**config.mk**
```make
export PLATFORM = sky130hd
export DESIGN_NAME = bf_program_loader
export DESIGN_NICKNAME = d
export VERILOG_FILES = /design/src/rtl/bf_program_loader_pkg.sv /design/src/rtl/bf_char_encoder.sv /design/src/rtl/bf_program_loader.sv
export SDC_FILE = /design/constraint.sdc
export NUM_CORES = 1
export LEC_CHECK = 0
export BUFFER_PORTS_ARGS = -buffer_cell sky130_fd_sc_hd__buf_2
export CAP_MARGIN = 20
export CORE_ASPECT_RATIO = 1.2
export CORE_MARGIN = 2
export CORE_UTILIZATION = 40
export CTS_CLUSTER_DIAMETER = 30
export DETAILED_ROUTE_END_ITERATION = 8
export GPL_ROUTABILITY_DRIVEN = 0
export GPL_TIMING_DRIVEN = 0
export HOLD_SLACK_MARGIN = 0.08
export SYNTH_ARGS = -nofsm -noshare
export SYNTH_HDL_FRONTEND = slang
export SYNTH_SLANG_ARGS = --single-unit
```
**constraint.sdc**
```tcl
create_clock -name clock_i -period 2.4 [get_ports clock_i]
set_input_delay 0.24 -clock clock_i [delete_from_list [all_inputs] [get_ports clock_i]]
set_output_delay 0.24 -clock clock_i [all_outputs]
set_load 0.005 [all_outputs]
```
**src/rtl/bf_program_loader_pkg.sv**
```systemverilog
// rtl/bf_program_loader_pkg.sv - opcodes, loader error codes and FSM states for the BF program loader
package bf_program_loader_pkg;

   localparam logic [3:0] BF_END     = 4'd0;
   localparam logic [3:0] BF_INC     = 4'd1;
   localparam logic [3:0] BF_DEC     = 4'd2;
   localparam logic [3:0] BF_RIGHT   = 4'd3;
   localparam logic [3:0] BF_LEFT    = 4'd4;
   localparam logic [3:0] BF_LOOP    = 4'd5;
   localparam logic [3:0] BF_ENDLOOP = 4'd6;
   localparam logic [3:0] BF_OUT     = 4'd7;
   localparam logic [3:0] BF_IN      = 4'd8;

   localparam logic [1:0] ERR_NONE      = 2'd0;
   localparam logic [1:0] ERR_UNDERFLOW = 2'd1;
   localparam logic [1:0] ERR_UNCLOSED  = 2'd2;
   localparam logic [1:0] ERR_OVERFLOW  = 2'd3;

   typedef enum logic [2:0] {
      ST_ACCEPT = 3'd0,
      ST_WRITE  = 3'd1,
      ST_TERM   = 3'd2,
      ST_DONE   = 3'd3,
      ST_ERROR  = 3'd4
   } loader_state_e;

endpackage

```
**src/rtl/bf_char_encoder.sv**
```systemverilog
// rtl/bf_char_encoder.sv - combinational ASCII to BF opcode encoder; non-BF characters come out invalid
module bf_char_encoder
   import bf_program_loader_pkg::*;
(
   input  logic [7:0] char_i,
   output logic       valid_o,
   output logic [3:0] opcode_o
);

   always_comb begin
      valid_o  = 1'b1;
      opcode_o = BF_END;
      case (char_i)
         8'h2B:   opcode_o = BF_INC;
         8'h2D:   opcode_o = BF_DEC;
         8'h3E:   opcode_o = BF_RIGHT;
         8'h3C:   opcode_o = BF_LEFT;
         8'h5B:   opcode_o = BF_LOOP;
         8'h5D:   opcode_o = BF_ENDLOOP;
         8'h2E:   opcode_o = BF_OUT;
         8'h2C:   opcode_o = BF_IN;
         default: valid_o  = 1'b0;
      endcase
   end

endmodule

```
**src/rtl/bf_program_loader.sv**
```systemverilog
// rtl/bf_program_loader.sv - writes encoded BF program characters into program memory and terminates with END
module bf_program_loader
   import bf_program_loader_pkg::*;
#(
   parameter int PMAW  = 8,
   parameter int NESTW = 4
) (
   input  logic            clock_i,
   input  logic            reset_ni,
   input  logic [7:0]      char_in_i,
   input  logic            char_strobe_i,
   input  logic            finish_i,
   output logic [PMAW-1:0] pm_address_o,
   output logic [3:0]      pm_data_o,
   output logic            pm_wren_o,
   output logic            loading_o,
   output logic            pm_input_done_o,
   output logic            error_o,
   output logic [1:0]      error_code_o,
   output logic [PMAW-1:0] char_count_o
);

   localparam logic [PMAW-1:0]  LAST_ADDR = '1;
   localparam logic [NESTW-1:0] MAX_DEPTH = '1;

   logic [2:0]       strobe_sync_q;
   logic [2:0]       finish_sync_q;
   logic             char_pulse;
   logic             finish_pulse;
   logic             char_valid;
   logic [3:0]       char_opcode;

   loader_state_e    state_q;
   logic [PMAW-1:0]  addr_q;
   logic [3:0]       data_q;
   logic             wren_q;
   logic             loading_q;
   logic             done_q;
   logic             error_q;
   logic [1:0]       error_code_q;
   logic [PMAW-1:0]  count_q;
   logic [NESTW-1:0] depth_q;

   // Two flops of synchronisation, the third only remembers the previous level for edge detection
   always_ff @(posedge clock_i or negedge reset_ni) begin
      if (!reset_ni) begin
         strobe_sync_q <= '0;
         finish_sync_q <= '0;
      end else begin
         strobe_sync_q <= {strobe_sync_q[1:0], char_strobe_i};
         finish_sync_q <= {finish_sync_q[1:0], finish_i};
      end
   end

   assign char_pulse   = strobe_sync_q[1] & ~strobe_sync_q[2];
   assign finish_pulse = finish_sync_q[1] & ~finish_sync_q[2];

   bf_char_encoder u_encoder (
      .char_i   (char_in_i),
      .valid_o  (char_valid),
      .opcode_o (char_opcode)
   );

   always_ff @(posedge clock_i or negedge reset_ni) begin
      if (!reset_ni) begin
         state_q      <= ST_ACCEPT;
         addr_q       <= '0;
         data_q       <= BF_END;
         wren_q       <= 1'b0;
         loading_q    <= 1'b1;
         done_q       <= 1'b0;
         error_q      <= 1'b0;
         error_code_q <= ERR_NONE;
         count_q      <= '0;
         depth_q      <= '0;
      end else begin
         case (state_q)
            ST_ACCEPT: begin
               if (char_pulse && char_valid) begin
                  if (char_opcode == BF_ENDLOOP && depth_q == '0) begin
                     state_q      <= ST_ERROR;
                     loading_q    <= 1'b0;
                     error_q      <= 1'b1;
                     error_code_q <= ERR_UNDERFLOW;
                  end else if ((char_opcode == BF_LOOP && depth_q == MAX_DEPTH) ||
                               count_q == LAST_ADDR) begin
                     // The last word is kept free so END always fits
                     state_q      <= ST_ERROR;
                     loading_q    <= 1'b0;
                     error_q      <= 1'b1;
                     error_code_q <= ERR_OVERFLOW;
                  end else begin
                     state_q <= ST_WRITE;
                     wren_q  <= 1'b1;
                     addr_q  <= count_q;
                     data_q  <= char_opcode;
                  end
               end else if (finish_pulse) begin
                  if (depth_q != '0) begin
                     state_q      <= ST_ERROR;
                     loading_q    <= 1'b0;
                     error_q      <= 1'b1;
                     error_code_q <= ERR_UNCLOSED;
                  end else begin
                     state_q <= ST_TERM;
                     wren_q  <= 1'b1;
                     addr_q  <= count_q;
                     data_q  <= BF_END;
                  end
               end
            end
            ST_WRITE: begin
               wren_q  <= 1'b0;
               count_q <= count_q + 1'b1;
               if (data_q == BF_LOOP) begin
                  depth_q <= depth_q + 1'b1;
               end else if (data_q == BF_ENDLOOP) begin
                  depth_q <= depth_q - 1'b1;
               end
               state_q <= ST_ACCEPT;
            end
            ST_TERM: begin
               wren_q    <= 1'b0;
               loading_q <= 1'b0;
               done_q    <= 1'b1;
               state_q   <= ST_DONE;
            end
            default: begin
               state_q <= state_q;
            end
         endcase
      end
   end

   assign pm_address_o    = addr_q;
   assign pm_data_o       = data_q;
   assign pm_wren_o       = wren_q;
   assign loading_o       = loading_q;
   assign pm_input_done_o = done_q;
   assign error_o         = error_q;
   assign error_code_o    = error_code_q;
   assign char_count_o    = count_q;

endmodule

```
Yosys cells after proc, flatten, opt, wreduce, memory -nomap -nowiden --
Index checks and enable logic that the tools add are counted.
Storage, ports and cells: register bits 39, input port bits 12, output and inout bits 26, word-level logic and storage cells 108
Operators by class: add/subtract/negate cells 3, equality and inequality tests 26, muxes and demuxes 42, bitwise operators 4, reduce and logical (&&, ||, !) cells 21
Operator list (number):
- $eq A8 B6 Y1 const B | 6
- $mux W8 | 5
- $pmux W4 S8 | 1
- $mux W4 | 7
- $eq A4 B3 Y1 const B | 4
- $eq A8 B7 Y1 const B | 2
- $mux W1 | 16
- $mux W3 | 5
- $ne A3 B3 Y1 const B | 5
- $mux W2 | 5
- $reduce_and A5 Y1 | 2
- $reduce_bool A2 Y1 | 5
- $pmux W3 S3 | 1
- $add A8 B1 Y8 const B | 1
- $eq A8 B8 Y1 const B | 1
- $reduce_and A4 Y1 | 2
- $reduce_or A8 Y1 | 1
- $ne A2 B2 Y1 const B | 3
- $add A4 B1 Y4 const B | 1
- $eq A4 B4 Y1 const B | 1
- $logic_not A4 Y1 | 1
- $ne A4 B4 Y1 const B | 1
- $pmux W1 S2 | 2
- $reduce_and A2 Y1 | 2
- other kinds (12) | 16

Depth between registers and ports, before layout --
word-level depth 9, depth in mapped cells 8, gate-level depth less buffers 8

By module --
From an unflattened synthesis, not the netlist that was laid out.
Unflattened totals: cells, all modules 148, area total of the unflattened synthesis 1850.5 um2
By module, submodules not included:
- bf_program_loader | times used 1, cells each 128, area an instance 1696.6 um2, sequential area each 977.2 um2
- bf_char_encoder | times used 1, cells each 20, area an instance 153.9 um2, sequential area each 0.0 um2

Least setup slack after synthesis --
No wires, ideal clock.
kind register -> register, start register depth_q[1], end register addr_q[0], in the netlist pm_address_o[0], library setup time 125 ps, arrival time 2089 ps, required time 2275 ps, slack 186 ps, cell stages (with the launch flop) 8, buffers on the path 1, period minus slack after synthesis 2214 ps, cell sequence dfrtp_1 -> or4_4 -> o22ai_2 -> nand3b_2 -> o22a_4 -> a2bb2o_4 -> buf_6 -> mux2_4
On the way: cells in the longest elaborated chain, start to end 5, elaborated cells between the ends (all ways) 10, classes of those cells eq/ne: 4; reduce/logical: 6
Ends and longest elaborated chain:
- start, declared | RTL line bf_program_loader.sv:42 | logic [NESTW-1:0] depth_q;
- start signal, assigned | RTL line bf_program_loader.sv:116 | depth_q <= depth_q + 1'b1;
- start signal, assigned | RTL line bf_program_loader.sv:118 | depth_q <= depth_q - 1'b1;
- $eq A4 B4 Y1 | RTL line bf_program_loader.sv:85 | end else if ((char_opcode == BF_LOOP && depth_q == MAX_DEPTH) ||
- $logic_and A1 B1 Y1 | RTL line bf_program_loader.sv:85
- $logic_or A1 B1 Y1 | RTL line bf_program_loader.sv:85
- $ne A2 B2 Y1 (no line)
- $reduce_and A5 Y1 (no line) (*)
- end signal, assigned | RTL line bf_program_loader.sv:95 | addr_q <= count_q;
- end signal, assigned | RTL line bf_program_loader.sv:107 | addr_q <= count_q;
- end, declared | RTL line bf_program_loader.sv:34 | logic [PMAW-1:0] addr_q;
Mark *: on every way between the ends. The rest lies on a longest branch, timed or not. A chain may end at the register's enable or synchronous reset.

Worst setup path after layout --
start register depth_q[0], end register addr_q[7], in the netlist pm_address_o[7]
The elaborated chain is that of the path after synthesis.

==> flow_metrics.tcl <==
set metrics [dict create \
    status "completed" \
    insertedDiodeCount 0 \
    synth-edff-count 0 \
    min_period_over_period 0.974 \
    layout_common_cells "buf_2, dfrtp_1, nand2_1" \
    async_flop_share 1.00 \
    drive_above_1_share 0.360 \
    syn-cell-area_um2 1930 \
    grt_pass1_vias 1397 \
    synth_top_area_cell "dfrtp_1" \
    switching_share 0.281 \
    p_clk_frac 0.283 \
    clk_root_buffer_cell "clkbuf_8" \
    clock_path_buffers 2 \
    die_area_um2 5410 \
    netlist_top_cells_area "dfrtp_1, mux2_4, xnor2_1, o21ai_0, ha_1" \
    ys_seq_area_frac 0.505 \
    h-tree-depth 2 \
    io-pin-count 38 \
    via_count 1444 \
    finalHoldViolations 0 \
    p_leak_nw 1.08 \
    wire_per_inst_um 15.5 \
    cts_tree "done" \
    setup_violations 0 \
    cp_max_fo 8 \
    grt.total_usage 0.170 \
    start_util 0.418 \
    worst-setup-path-type "flip-flop to flip-flop" \
    die_w_um 67.5 \
    synth-seq-cells 39 \
    rr_startpoint "depth_q[0]$_DFFE_PN0P_" \
    stdcell_count 269 \
    p_comb_frac 0.169 \
    synth_nets 176 \
    grt_pass1_wl_um 6780 \
    synth-main-ff-cell "dfrtp_1" \
    ir_drop_v 0.000387 \
    wirelength_um 4170 \
    seq_power_share 0.548 \
    synth_top_area_share 0.492 \
    crit_required_ns 2.57 \
    dpl_cell_area_um2 2190 \
    clock.fmax_mhz 428 \
    drv_slew 0 \
    crit_path_cell_trace "or4_4 -> o22ai_2 -> nand3b_2 -> o22a_4 -> a2bb2o_4 -> buf_6 -> mux2_4" \
    critical-path-max-stage-delay_ns 0.58 \
    hpwl_um 3040 \
    drtIter0Drc 55 \
    clock_sinks 39 \
    slew_headroom 0.421 \
    clk_pin_slew_ns 0.08 \
    nFillCells 419 \
    grt-ovfl-total 0 \
    powerDensity_nw_per_um2 640 \
    crit_family "simple AND/OR/NAND/NOR gates" \
    synth.yosys.warnings 0 \
    cts_buffers 5 \
    coreArea_um2 4630 \
    antenna_found_initial 0 \
    clk_latency_ns 0.29 \
    layout.cells.most_common "buf_2" \
    pre_cts_slack_ns -0.00256 \
    finClkSkew_ns 0.00812 \
    drtAntennaViolNets 0 \
    first_pass_iters 4 \
    dp.cells 255 \
    nets 226 \
    rows 27 \
    timing.rr.end "pm_address_o[7]$_DFFE_PN0P_" \
    r2r_slack_ns 0.06 \
    hold_path.class "primary input to asynchronous set/reset pin" \
    synth_cell_types 51 \
    synth.avg_cell_area_um2 12.1 \
    final_area_um2 2330 \
    synth_cells 160 \
    fin_ws_ns 0.0632 \
    endpoint_kind "flip-flop" \
    max_cap_violations 0 \
    period_minus_slack_ns 2.34 \
    vias_per_cell 5.37 \
    cp-start-kind "flip-flop" \
    power.switching_mw 0.420 \
    grt_max_degree 40 \
    rsz0062_at_grt "false" \
    io_buffers 37 \
    syn_to_final_growth_pct 20.5 \
    tightest_slew_ns 0.868 \
    fp.dieH_um 80.2 \
    arrival_ns 2.51 \
    p_int_mw 1.07 \
    cp_num_buf_inv 1 \
    reg2reg_depth 7 \
    slowest_stage "or4_4" \
    drc_errors 0 \
    fin_util 0.504 \
]
==> layer usage <==
metal	up-vias	part of all wire	track usage	wire length, um
li1	686	-	-	-
met1	707	0.43	0.221	1780
met2	41	0.50	0.266	2080
met3	10	0.051	0.0420	212
met4	0	0.024	0.0755	102
met5	-	0	0	0
==> sequential cells by signal, summed over array words and instances, names as in the netlist <==
signal,flops
depth_q,4
strobe_sync_q,3
loading_o,1
pm_wren_o,1
pm_input_done_o,1
pm_data_o,4
error_code_o,2
finish_sync_q,3
error_o,1
char_count_o,8
pm_address_o,8
state_q,3
==> kinds of logic after synthesis <==
kind of cell               synth area share
muxes                                0.0893
and+or+nand+nor                       0.167
buffers and inverters                0.0116
adders and majority gates            0.0298
AOI/OAI and AO/OA                     0.138
DFF                                   0.505
xor gates and xnor gates             0.0589
==> per-stage QoR <==
stage	setup TNS, ns	total power [mW]	hold slack (ns)
after floorplan	0	0.945	-0.0556
after global placement	0	1.06	0.332
after detailed placement	-0.00256	1.08	0.335
after CTS	0	1.52	0.101
after global routing	0	1.58	0.121
final	0	1.49	0.0633
==> synth_stat cells (4+ instances only) <==
cell type,number
mux2_4,8
dfrtp_1,38
a21oi_1,4
xor2_1,4
nand3b_1,4
nand2_1,10
xnor2_1,9
nand4_1,4
nor2_1,8
o21ai_0,9
==> power by group through the flow <==
stage               Clock (mW)  Sequential (mW)  Combinational [mW]
floorplan                    0            0.820               0.125
global placement             0            0.823               0.239
detailed placement           0            0.830               0.252
CTS                      0.443            0.819               0.256
global route             0.476            0.830               0.276
finish                   0.423            0.818               0.252
==> cell type report <==
cell class | instances | area [um2] | share of cell area
well taps | 58 | 72.6 | 0.0311
flip-flops and latches | 39 | 980 | 0.420
clock inverters | 1 | 5.00 | 0.00215
inverters | 2 | 7.51 | 0.00322
repair buffers | 43 | 235 | 0.101
clock buffers | 7 | 76.3 | 0.0327
plain buffers | 2 | 15.0 | 0.00644
multi-input cells | 117 | 940 | 0.403
==> worst max-delay path by stage <==
stage,startpoint,end,depth (start not counted)
after global routing,depth_q[0]$_DFFE_PN0P_,pm_address_o[7]$_DFFE_PN0P_,7
final,depth_q[0]$_DFFE_PN0P_,pm_address_o[7]$_DFFE_PN0P_,7
after CTS,depth_q[1]$_DFFE_PN0P_,pm_address_o[7]$_DFFE_PN0P_,7
after global placement,depth_q[1]$_DFFE_PN0P_,pm_address_o[0]$_DFFE_PN0P_,6
after floorplan,depth_q[1]$_DFFE_PN0P_,pm_address_o[0]$_DFFE_PN0P_,7
after detailed placement,depth_q[1]$_DFFE_PN0P_,pm_address_o[1]$_DFFE_PN0P_,6
==> timing repair <==
item	CTS	global route
pin swaps	0	1
resized for setup	1	2
cloned	0	0
setup buffers	0	4
endpoints found under the hold margin	2	0
hold buffers	2	0
setup endpoints to repair	8	8
Power figures use the tool's default switching activity.
